`src/rtl/seg_pkg.sv`:
```
// seg_pkg: shared FSM state, dash code and active-low segment patterns for the display stages
package seg_pkg;
  typedef enum logic [1:0] {IDLE, CONV_HI, CONV_LO, COMMIT} state_t;
  localparam logic [3:0] DIGIT_DASH = 4'hF;
  localparam logic [6:0] SEG_0 = 7'b1000000;
  localparam logic [6:0] SEG_1 = 7'b1111001;
  localparam logic [6:0] SEG_2 = 7'b0100100;
  localparam logic [6:0] SEG_3 = 7'b0110000;
  localparam logic [6:0] SEG_4 = 7'b0011001;
  localparam logic [6:0] SEG_5 = 7'b0010010;
  localparam logic [6:0] SEG_6 = 7'b0000010;
  localparam logic [6:0] SEG_7 = 7'b1111000;
  localparam logic [6:0] SEG_8 = 7'b0000000;
  localparam logic [6:0] SEG_9 = 7'b0010000;
  localparam logic [6:0] SEG_DASH = 7'b0111111;
  localparam logic [6:0] SEG_OFF = 7'b1111111;
endpackage

```
`src/rtl/seg_decoder.sv`:
```
// seg_decoder: 4-bit digit code to active-low {g,f,e,d,c,b,a} pattern, codes 10-14 dark
module seg_decoder
  import seg_pkg::*;
(
  input  logic [3:0] code,
  output logic [6:0] seg
);
  always_comb begin
    seg = SEG_OFF;
    case (code)
      4'd0: seg = SEG_0;
      4'd1: seg = SEG_1;
      4'd2: seg = SEG_2;
      4'd3: seg = SEG_3;
      4'd4: seg = SEG_4;
      4'd5: seg = SEG_5;
      4'd6: seg = SEG_6;
      4'd7: seg = SEG_7;
      4'd8: seg = SEG_8;
      4'd9: seg = SEG_9;
      DIGIT_DASH: seg = SEG_DASH;
      default: seg = SEG_OFF;
    endcase
  end
endmodule

```
`src/rtl/seg_scan_driver.sv`:
```
// seg_scan_driver: snapshots two values, converts each to two decimal digits by repeated subtraction, scans them onto a 4-digit common-anode display
module seg_scan_driver
  import seg_pkg::*;
#(
  parameter int WIDTH = 6,
  parameter int REFRESH_DIV = 50000
) (
  input  logic             clk,
  input  logic             reset,
  input  logic             load,
  input  logic [WIDTH-1:0] value_hi,
  input  logic [WIDTH-1:0] value_lo,
  input  logic             blank,
  output logic             busy,
  output logic [3:0]       an,
  output logic [6:0]       seg,
  output logic             dp
);
  localparam int W = WIDTH + 1;
  localparam int CW = $clog2(REFRESH_DIV);
  state_t state;
  logic [W-1:0] work_hi, work_lo, work;
  logic [3:0] tens;
  logic [3:0] pend [4];
  logic [3:0] disp [4];
  logic [CW-1:0] cnt;
  logic [1:0] idx;
  logic [6:0] seg_code;
  logic hi, ge100, ge10, wrap;
  assign hi = state == CONV_HI;
  assign work = hi ? work_hi : work_lo;
  assign ge100 = int'(work) >= 100;
  assign ge10 = int'(work) >= 10;
  assign wrap = cnt == CW'(REFRESH_DIV - 1);
  // pending digits shield the display so only complete conversions become visible
  always_ff @(posedge clk)
    if (!reset) begin
      state <= IDLE;
      busy <= 1'b0;
      tens <= '0;
      work_hi <= '0;
      work_lo <= '0;
      pend <= '{default: '0};
      disp <= '{default: '0};
    end else
      case (state)
        IDLE:
          if (load) begin
            work_hi <= W'(value_hi);
            work_lo <= W'(value_lo);
            tens <= '0;
            state <= CONV_HI;
            busy <= 1'b1;
          end
        CONV_HI, CONV_LO:
          if (ge100 || !ge10) begin
            pend[{hi, 1'b1}] <= ge100 ? DIGIT_DASH : tens;
            pend[{hi, 1'b0}] <= ge100 ? DIGIT_DASH : 4'(work);
            tens <= '0;
            state <= hi ? CONV_LO : COMMIT;
          end else begin
            if (hi) work_hi <= work_hi - W'(10);
            else work_lo <= work_lo - W'(10);
            tens <= tens + 4'd1;
          end
        COMMIT: begin
          disp <= pend;
          state <= IDLE;
          busy <= 1'b0;
        end
        default: state <= IDLE;
      endcase
  seg_decoder u_dec (
    .code(disp[idx]),
    .seg (seg_code)
  );
  always_ff @(posedge clk)
    if (!reset) begin
      cnt <= '0;
      idx <= '0;
      an <= 4'hF;
      seg <= SEG_OFF;
      dp <= 1'b1;
    end else begin
      cnt <= wrap ? '0 : cnt + CW'(1);
      idx <= idx + 2'(wrap);
      an <= blank ? 4'hF : ~(4'b1 << idx);
      seg <= seg_code;
      dp <= idx != 2'd2;
    end
endmodule
```
`config.mk`:
```
export PLATFORM = sky130hd
export DESIGN_NAME = seg_scan_driver
export DESIGN_NICKNAME = d
export VERILOG_FILES = /design/src/rtl/seg_pkg.sv /design/src/rtl/seg_decoder.sv /design/src/rtl/seg_scan_driver.sv
export SDC_FILE = /design/constraint.sdc
export NUM_CORES = 1
export LEC_CHECK = 0
export BUFFER_PORTS_ARGS = -buffer_cell sky130_fd_sc_hd__buf_2
export CAP_MARGIN = 20
export CORE_MARGIN = 2
export CORE_UTILIZATION = 40
export DETAILED_ROUTE_END_ITERATION = 10
export GPL_TIMING_DRIVEN = 0
export PLACE_DENSITY = 0.54
export SETUP_SLACK_MARGIN = 0.4
export SYNTH_ARGS = -nofsm -noshare
export SYNTH_HDL_FRONTEND = slang
export SYNTH_SLANG_ARGS = --single-unit
```
`constraint.sdc`:
```
create_clock -name clk -period 2.65 [get_ports clk]
set_clock_uncertainty 0.15 [all_clocks]
set_input_delay 0.53 -clock clk [delete_from_list [all_inputs] [get_ports clk]]
set_output_delay 0.53 -clock clk [all_outputs]
set_load 0.01 [all_outputs]
```
# Yosys cells after proc, flatten, opt, wreduce, memory -nomap -nowiden
# Memory sizes are Yosys's and may differ from the RTL's. A register that Yosys moved wholly into a read port is not among the register bits.
# Cells that the tools add are included.
[totals]
reg_bits = 76
rom_bits = 112
output_inout_bits = 13
n_memories = 1
[op_classes]
add_sub_neg = 5
n_lt_le_gt_ge = 7
n_eq_ne = 10
n_shift = 1
n_mux = 29
bitwise = 5
n_reduce_logical = 17
[mem_list]
columns = ["memory", "words", "width", "rd", "rd_clocked_by_memory_dff", "wr", "line", "text"]
rows = [
  ["(no name shown)", 16, 7, 1, 1, 0, "seg_decoder.sv:10", "case (code)"],
]
[ops]
columns = ["op", "n"]
rows = [
  ["$mux 7", 7],
  ["$bwmux 16", 2],
  ["$mux 4", 8],
  ["$pmux 7 s2", 2],
  ["$add 16x1->16 const B", 1],
  ["$demux 4 s2", 2],
  ["$eq 16x16->1 const B", 1],
  ["$sub 7x4->7 const B", 2],
  ["$ne 2x2->1 const B", 6],
  ["$ge 3x3->1 const B", 3],
  ["$not 2->3", 3],
  ["$bmux 4 s2", 1],
  ["$pmux 4 s2", 1],
  ["$reduce_and 2->1", 4],
  ["$reduce_and 4->1", 2],
  ["$ge 7x4->1 const B", 1],
  ["$ge 7x7->1 const B", 1],
  ["$lt 3x1->1 const B", 2],
  ["$pmux 2 s3", 1],
  ["$reduce_or 2->1", 3],
  ["$add 4x1->4 const B", 1],
  ["$eq 2x2->1 const B", 2],
  ["$mux 2", 2],
  ["$not 4->4", 1],
  ["other kinds (11)", 15],
]

# Depth between registers and ports, before layout
# Gate-level depths: netlist of the first run.
[depth]
word_depth = 8
mapped_depth = 10

# Hierarchy
# From an unflattened synthesis of the first run, not the netlist that was laid out.
[hier_totals]
cells_unflattened = 442
area_unflattened_um2 = 3976.3
[by_module_without_submodules]
columns = ["module", "n_inst", "cells_each", "area_each_um2", "seq_area_each_um2"]
rows = [
  ["seg_scan_driver", 1, 407, 3739.8, 1661.6],
  ["seg_decoder", 1, 35, 236.5, 0.0],
]

# Worst setup path after synthesis of the first run
# Ideal clock, no wire load.
[synth_timing]
kind = "register -> register"
startpoint = "reg state[1]"
endpoint = "reg pend[7] (netlist name)"
arrival_time_ns = 2.088
required_time_ns = 2.384
slack_ns = 0.296
path_stages_with_launch = 11
n_path_buf = 3
synth_period_minus_slack_ns = 2.354
path_cell_list = "dfxtp_1 inv_1 ha_1 buf_4 nor3b_1 or2_2 a32o_2 buf_6 and2_1 buf_6 o211a_1"
[synth_between]
elab_chain_len = 8
[synth_rtl]
columns = ["element", "line", "text"]
rows = [
  ["start: declaration", "seg_scan_driver.sv:21", "state_t state;"],
  ["start signal: assignment", "seg_scan_driver.sv:60", "state <= hi ? CONV_LO : COMMIT;"],
  ["branches (longest 8 deep; another with $ge 7x7->1)", "-", ""],
  ["end signal: indexed assignment", "seg_scan_driver.sv:57", "pend[{hi, 1'b1}] <= ge100 ? DIGIT_DASH : tens;"],
  ["end signal: indexed assignment", "seg_scan_driver.sv:58", "pend[{hi, 1'b0}] <= ge100 ? DIGIT_DASH : 4'(work);"],
  ["end: declaration", "seg_scan_driver.sv:24", "logic [3:0] pend [4];"],
]
# Several ways; the timed one is not identified.
# A chain may end at the register's enable or synchronous reset.

# Worst setup path in the final report of the first run
# Ends and elaborated chain as after synthesis.

==> results of run 1 <==
==> what timing repair did <==
item                                    in CTS  in global routing
gates resized for setup                     30                 28
buffers inserted                             8                  4
endpoints found under the setup margin      53                 45
pin swaps                                    7                 16
hold buffers                                 0                  0
cloned                                       0                  1
==> final timing paths <==
kind / to / cells after the start
setup / recovery: pend[7] / 10
setup reg to reg: pend[7] / 10
hold / removal: an[0] / 3
hold reg to reg: cnt[0] / 1
==> tightest hold or removal path, stage by stage <==
cell,delay (ns)
buf_2,0.07
nor2_1,0.06
nand2_1,0.05
==> cells by family (layout without fill, tap and decap cells) <==
kind of cell | Yosys count | count (layout) | synth area share
simple gates | 141 | 141 | 0.179
compound gates | 96 | 96 | 0.179
flops | 83 | 83 | 0.410
buf+inv | 46 | 103 | 0.0537
mux | 33 | 33 | 0.0945
fa+ha+maj | 16 | 16 | 0.0494
xor+xnor | 16 | 16 | 0.0346
==> cells in the final DEF (no fill, tap or decap), types with 3 or more instances in the layout <==
| cell type | instances |
|---|---|
| o211ai_1 | 3 |
| a211oi_2 | 11 |
| mux2i_4 | 3 |
| xnor2_1 | 8 |
| nor2b_1 | 6 |
| a311oi_2 | 5 |
| and4_1 | 3 |
| nor2_2 | 3 |
| ha_1 | 14 |
| clkbuf_8 | 12 |
| inv_1 | 19 |
| nand4_1 | 4 |
| xor2_1 | 8 |
| a21oi_2 | 9 |
| nand3_1 | 11 |
| and3_1 | 4 |
| nor2_1 | 49 |
| dfxtp_1 | 81 |
| o22ai_1 | 3 |
| o21a_1 | 4 |
| nand2_1 | 26 |
| a311oi_1 | 3 |
| mux2i_1 | 24 |
| clkbuf_4 | 3 |
| buf_4 | 12 |
| o21ai_0 | 7 |
| clkbuf_2 | 3 |
| a21oi_1 | 26 |
| o21ai_1 | 3 |
| buf_2 | 29 |
| mux4_2 | 4 |
| nor3_1 | 10 |
| clkbuf_1 | 11 |
| buf_8 | 3 |
==> routing by layer <==
layer	part of all wire	global-route usage
met5	0	0
met1	0.47	0.238
met4	0.020	0.0752
met2	0.47	0.276
met3	0.038	0.0468
==> registers in the layout, summed over array words and instances, names as in the netlist <==
signal   count
disp        16
work_lo      7
state        2
busy         1
work_hi      7
idx          2
seg          7
pend        16
tens         4
cnt         16
an           4
dp           1
==> final cells by class <==
class	instances	share of cell area
Multi-Input combinational cell	302	0.482
Sequential cell	83	0.338
Timing Repair Buffer	41	0.0543
Buffer	25	0.0363
Tap cell	133	0.0337
Clock buffer	12	0.0335
Inverter	21	0.0165
Clock inverter	4	0.00634
==> power by group <==
| part | internal, mW | total (mW) | switching, mW |
|---|---|---|---|
| clock | 0.425 | 0.912 | 0.488 |
| combinational | 1.57 | 3.44 | 1.87 |
| sequential | 1.50 | 1.79 | 0.285 |
| total | 3.50 | 6.14 | 2.64 |
==> stage by stage <==
step	hold slack, ns	std cells	worst slack [ns]	utilization
6_report	0.224	621	0.359	0.503
5_1_grt	0.228	621	0.313	0.503
4_1_cts	0.216	616	0.364	0.484
3_5_place_dp	0.312	592	-0.0105	0.445
3_3_place_gp	0.295	592	-0.0119	0.445
2_1_floorplan	0.276	431	0.401	-
==> flow_metrics.tcl, run 1 <==
set metrics [dict create \
    status "finished, final reports clean" \
    fmax_mhz 437 \
    yosysWarnings 0 \
    drcViolationCount 0 \
    final_nets 515 \
    routed_wirelength_um 9400 \
    stdcell_area_mm2 0.00493 \
    crit_arrival_ns 2.41 \
    ys_seq_area_frac 0.410 \
    cts_buffer_depth 2 \
    seq_area_mm2 0.00167 \
    required_ns 2.77 \
    vias 3250 \
    h-tree-depth 3 \
    drt_iter0_markers 127 \
    grt_pass1_wl_um 15600 \
    hold_violations 0 \
    hp-class "in2reg" \
    placed_area_mm2 0.00437 \
    port_buffers 28 \
    r2r_slack_ns 0.36 \
    setup_viol 0 \
    cts_tree "done" \
    rows 36 \
    drtPass1Iterations 4 \
    clock_latency_ns 0.37 \
    synth-edff-count 0 \
    grt_pass1_vias 3083 \
    syn_nets 463 \
    numCtsBuffers 9 \
    cts-root-buf "clkbuf_8" \
    multi_input_area_mm2 0.00238 \
    cpMaxStageDelayCell "dfxtp_2" \
    grt_usage 0.179 \
    crit_family "simple AND/OR/NAND/NOR gates" \
    start_util 0.413 \
    fill_cells 935 \
    antenna_found_initial 0 \
    vdd_drop_max_mv 1.03 \
    drtAntennaViolNets 0 \
    synthArstFlopShare 0 \
    synth_top_area_cell "dfxtp_1" \
    syn_area_per_cell_um2 9.40 \
    synthFlopType "dfxtp_1" \
    p_total_mw 6.14 \
    place_hpwl_um 6500 \
    slowest_delay_ns 0.36 \
    powerDensity_mw_per_mm2 1240 \
    worstMarginPinSlew_ns 0.797 \
    p_leak_nw 1.79 \
    startpoint "state[1]" \
    synth_area_mm2 0.00405 \
    final_max_slew_viol_count 0 \
    drt-wirelength-per-cell_um 15.1 \
    place_congestion 0.833 \
    worstSetupPathType "reg2reg" \
    path_clk_slew_ns 0.09 \
    yosysTopAreaCellShare 0.410 \
    worstPathCellList "inv_4 > ha_4 > buf_8 > nor3b_4 > or2_4 > a32o_2 > buf_8 > and2_4 > buf_8 > o211a_1" \
    core_mm2 0.00982 \
    tns_ns 0 \
    worst_setup_path_end_kind "register" \
    grt_max_degree 15 \
    path_buf_inv 4 \
    relSlewSlack 0.469 \
    maxCapViolations 0 \
    yosysMostFrequentCell "dfxtp_1" \
    period_minus_slack_ns 2.29 \
    r2r-start "state[1]" \
    path_max_fanout 8 \
    start_kind "register" \
    clock_sinks 83 \
    synth_common_cells "dfxtp_1, nor2_1, a21oi_1" \
    viasPerCell 5.23 \
    dieArea_mm2 0.0110 \
    fp.dieH_um 105 \
    period_share 0.864 \
    die_x_um 105 \
    syn_inst 431 \
    yosys-top-cells-area "dfxtp_1, mux2i_1, ha_1" \
    area_growth_pct 21.8 \
    antennaDiodeCount 0 \
    grt_remaining_overflow 0 \
    io_pins 29 \
    rsz0062_at_grt "yes" \
    hold_path_startpoint "blank" \
    synth.distinct_cells 60 \
    ys_seq_elements 83 \
    crit_path_frequent_cell "buf_8" \
    drive_above_1_share 0.273 \
]
No activity file was read; power rests on OpenSTA's default activity.
==> run 2: changes to the inputs <==
--- a/config.mk
+++ b/config.mk
@@ -8,10 +8,10 @@
 export BUFFER_PORTS_ARGS = -buffer_cell sky130_fd_sc_hd__buf_2
 export CAP_MARGIN = 20
 export CORE_MARGIN = 2
-export CORE_UTILIZATION = 40
+export CORE_UTILIZATION = 25
 export DETAILED_ROUTE_END_ITERATION = 10
 export GPL_TIMING_DRIVEN = 0
-export PLACE_DENSITY = 0.54
+export PLACE_DENSITY = 0.37
 export SETUP_SLACK_MARGIN = 0.4
 export SYNTH_ARGS = -nofsm -noshare
 export SYNTH_HDL_FRONTEND = slang
==> run 2 against run 1 <==
  * Final area increased by 5.4%
  * Count of clock-buffer cells in the layout decreased by 1
  * Final cell count increased by 14%
  * Die area increased by 57%
  * Non-clock buffer count increased by 4
  * Clock power increased by 34%
  * Worst setup slack improved by 0.017 ns
==> flow_metrics.tcl, run 2 (synthesized netlist as in run 1, its figures left out) <==
set metrics [dict create \
    final_nets 520 \
    dr.max_layer_used "met4" \
    cts_buffer_depth 2 \
    grt_pass1_wl_um 17200 \
    grt_usage 0.127 \
    routed-wl-met3_um 335 \
    wl_met1_um 5100 \
    period_minus_slack_ns 2.27 \
    cts-root-buf "clkbuf_16" \
    path_clk_slew_ns 0.06 \
    stdcell_area_mm2 0.00520 \
    setup_viol 0 \
    drcViolationCount 0 \
    vias 3274 \
    start_kind "register" \
    core_mm2 0.0159 \
    rsz0062_at_grt "yes" \
    place_congestion 0.761 \
    status "finished, final reports clean" \
    cts_hold_buf 0 \
    period_share 0.858 \
    numCtsBuffers 9 \
    worstMarginPinSlew_ns 0.833 \
    grt_pass1_vias 3240 \
    powerDensity_mw_per_mm2 1270 \
    r2r_slack_ns 0.38 \
    drtAntennaViolNets 0 \
    vdd_drop_max_mv 0.898 \
    r2r-start "state[1]" \
    io_pins 29 \
    clock_latency_ns 0.34 \
    area_growth_pct 28.4 \
    port_buffers 28 \
    routed_wirelength_um 10700 \
    hold_end "an[2]" \
    clock_sinks 83 \
    path_max_fanout 8 \
    fmax_mhz 440 \
    p_leak_nw 1.87 \
    fin_hold_ws_ns 0.261 \
    p_int_mw 3.81 \
    placed_area_mm2 0.00447 \
    crit-reg2reg-capture "pend[7]" \
    drtPass1Iterations 4 \
    dieArea_mm2 0.0172 \
    wl_met2_um 5140 \
    final_common_cell "dfxtp_1" \
    required_ns 2.74 \
    grt_max_degree 15 \
    drt-wirelength-per-cell_um 15.1 \
    antennaDiodeCount 0 \
    rr_worst_depth 10 \
    viasPerCell 4.62 \
    fp.dieH_um 131 \
    crit_arrival_ns 2.36 \
    tns_ns 0 \
    final_max_slew_viol_count 0 \
    worstSetupPathType "reg2reg" \
    drt_iter0_markers 126 \
    hold_path_startpoint "blank" \
    p_comb_frac 0.541 \
    power_frac_clock 0.185 \
    worst_slack_ns 0.376 \
    drive_above_1_share 0.304 \
    rows 46 \
    cts_tree "done" \
    relSlewSlack 0.445 \
    p_sw_frac 0.423 \
    start_util 0.255 \
    die_x_um 131 \
    maxCapViolations 0 \
    p_seq_frac 0.274 \
    layout_common_cells "dfxtp_1, nor2_1, buf_2" \
    reg_top3 "cnt x16, disp x16, pend x16" \
    hp-class "in2reg" \
    power.switching_mw 2.79 \
    whs_path_depth 3 \
    startpoint "state[1]" \
    hold_violations 0 \
    grt_remaining_overflow 0 \
    dp_slack_ns -0.0941 \
    worst_setup_path_end_kind "register" \
    h-tree-depth 3 \
    place_hpwl_um 7550 \
    antenna_found_initial 0 \
]
## run 2: cell types whose count changed in the layout (fill, tap and decap cells not counted), sizes merged
cell      delta
buf          +7
clkbuf       -4
clkinvlp     +1
mux2i        +1
## run 2: power by group through the flow
stage / registers, mW / clock network, mW / logic (mW)
2_1_floorplan: 1.68 / 0 / 1.98
6_report: 1.81 / 1.22 / 3.57
3_5_place_dp: 1.77 / 0 / 2.62
5_1_grt: 1.84 / 1.32 / 3.87
3_3_place_gp: 1.77 / 0 / 2.61
4_1_cts: 1.78 / 1.27 / 3.11
## run 2: layout make-up
type / instances / area, um^2
Buffer: 25 / 181
Timing Repair Buffer: 45 / 280
Tap cell: 216 / 270
Sequential cell: 83 / 1670
Fill cell: 1704 / 10700
Clock inverter: 5 / 35.0
Inverter: 21 / 81.3
Clock buffer: 11 / 253
Multi-Input combinational cell: 303 / 2430
## run 2: worst max-delay path by stage
stage	endpoint	cells past startpoint	slack, ns
after CTS	pend[6]	10	0.34
after global placement	work_hi[4]	6	-0.07
after detailed placement	work_hi[1]	8	-0.09
after global routing	work_hi[5]	10	0.35
after floorplan	pend[7]	9	0.40
final	pend[7]	10	0.38
## run 2: worst max-delay path: stages (launching register included)
cell and delay [ns]:
dfxtp_2 0.35, inv_4 0.05, ha_4 0.16, buf_8 0.14, nor3b_4 0.15, or2_4 0.28, a32o_2 0.28, buf_8 0.14
and2_4 0.14, buf_8 0.14, o211a_1 0.19
## run 2: layer usage
metal  vias to the layer above  track usage
li1                       1655            -
met5                         -            0
met1                      1572        0.160
met4                         0       0.0362
met3                        11       0.0386
met2                        36        0.209
## run 2: through the flow
| stage | util | power [mW] | std cells |
|---|---|---|---|
| floorplan | - | 3.67 | 431 |
| global placement | 0.282 | 4.38 | 675 |
| CTS | 0.313 | 6.16 | 701 |
| global route | 0.328 | 7.03 | 709 |
| detailed placement | 0.282 | 4.39 | 675 |
| finish | 0.328 | 6.61 | 709 |
## run 2: what timing repair did
item / in CTS / in global routing
pin swaps: 10 / 17
setup endpoints to repair: 53 / 52
gates resized for setup: 31 / 45
gates cloned: 0 / 1
setup buffers: 10 / 7
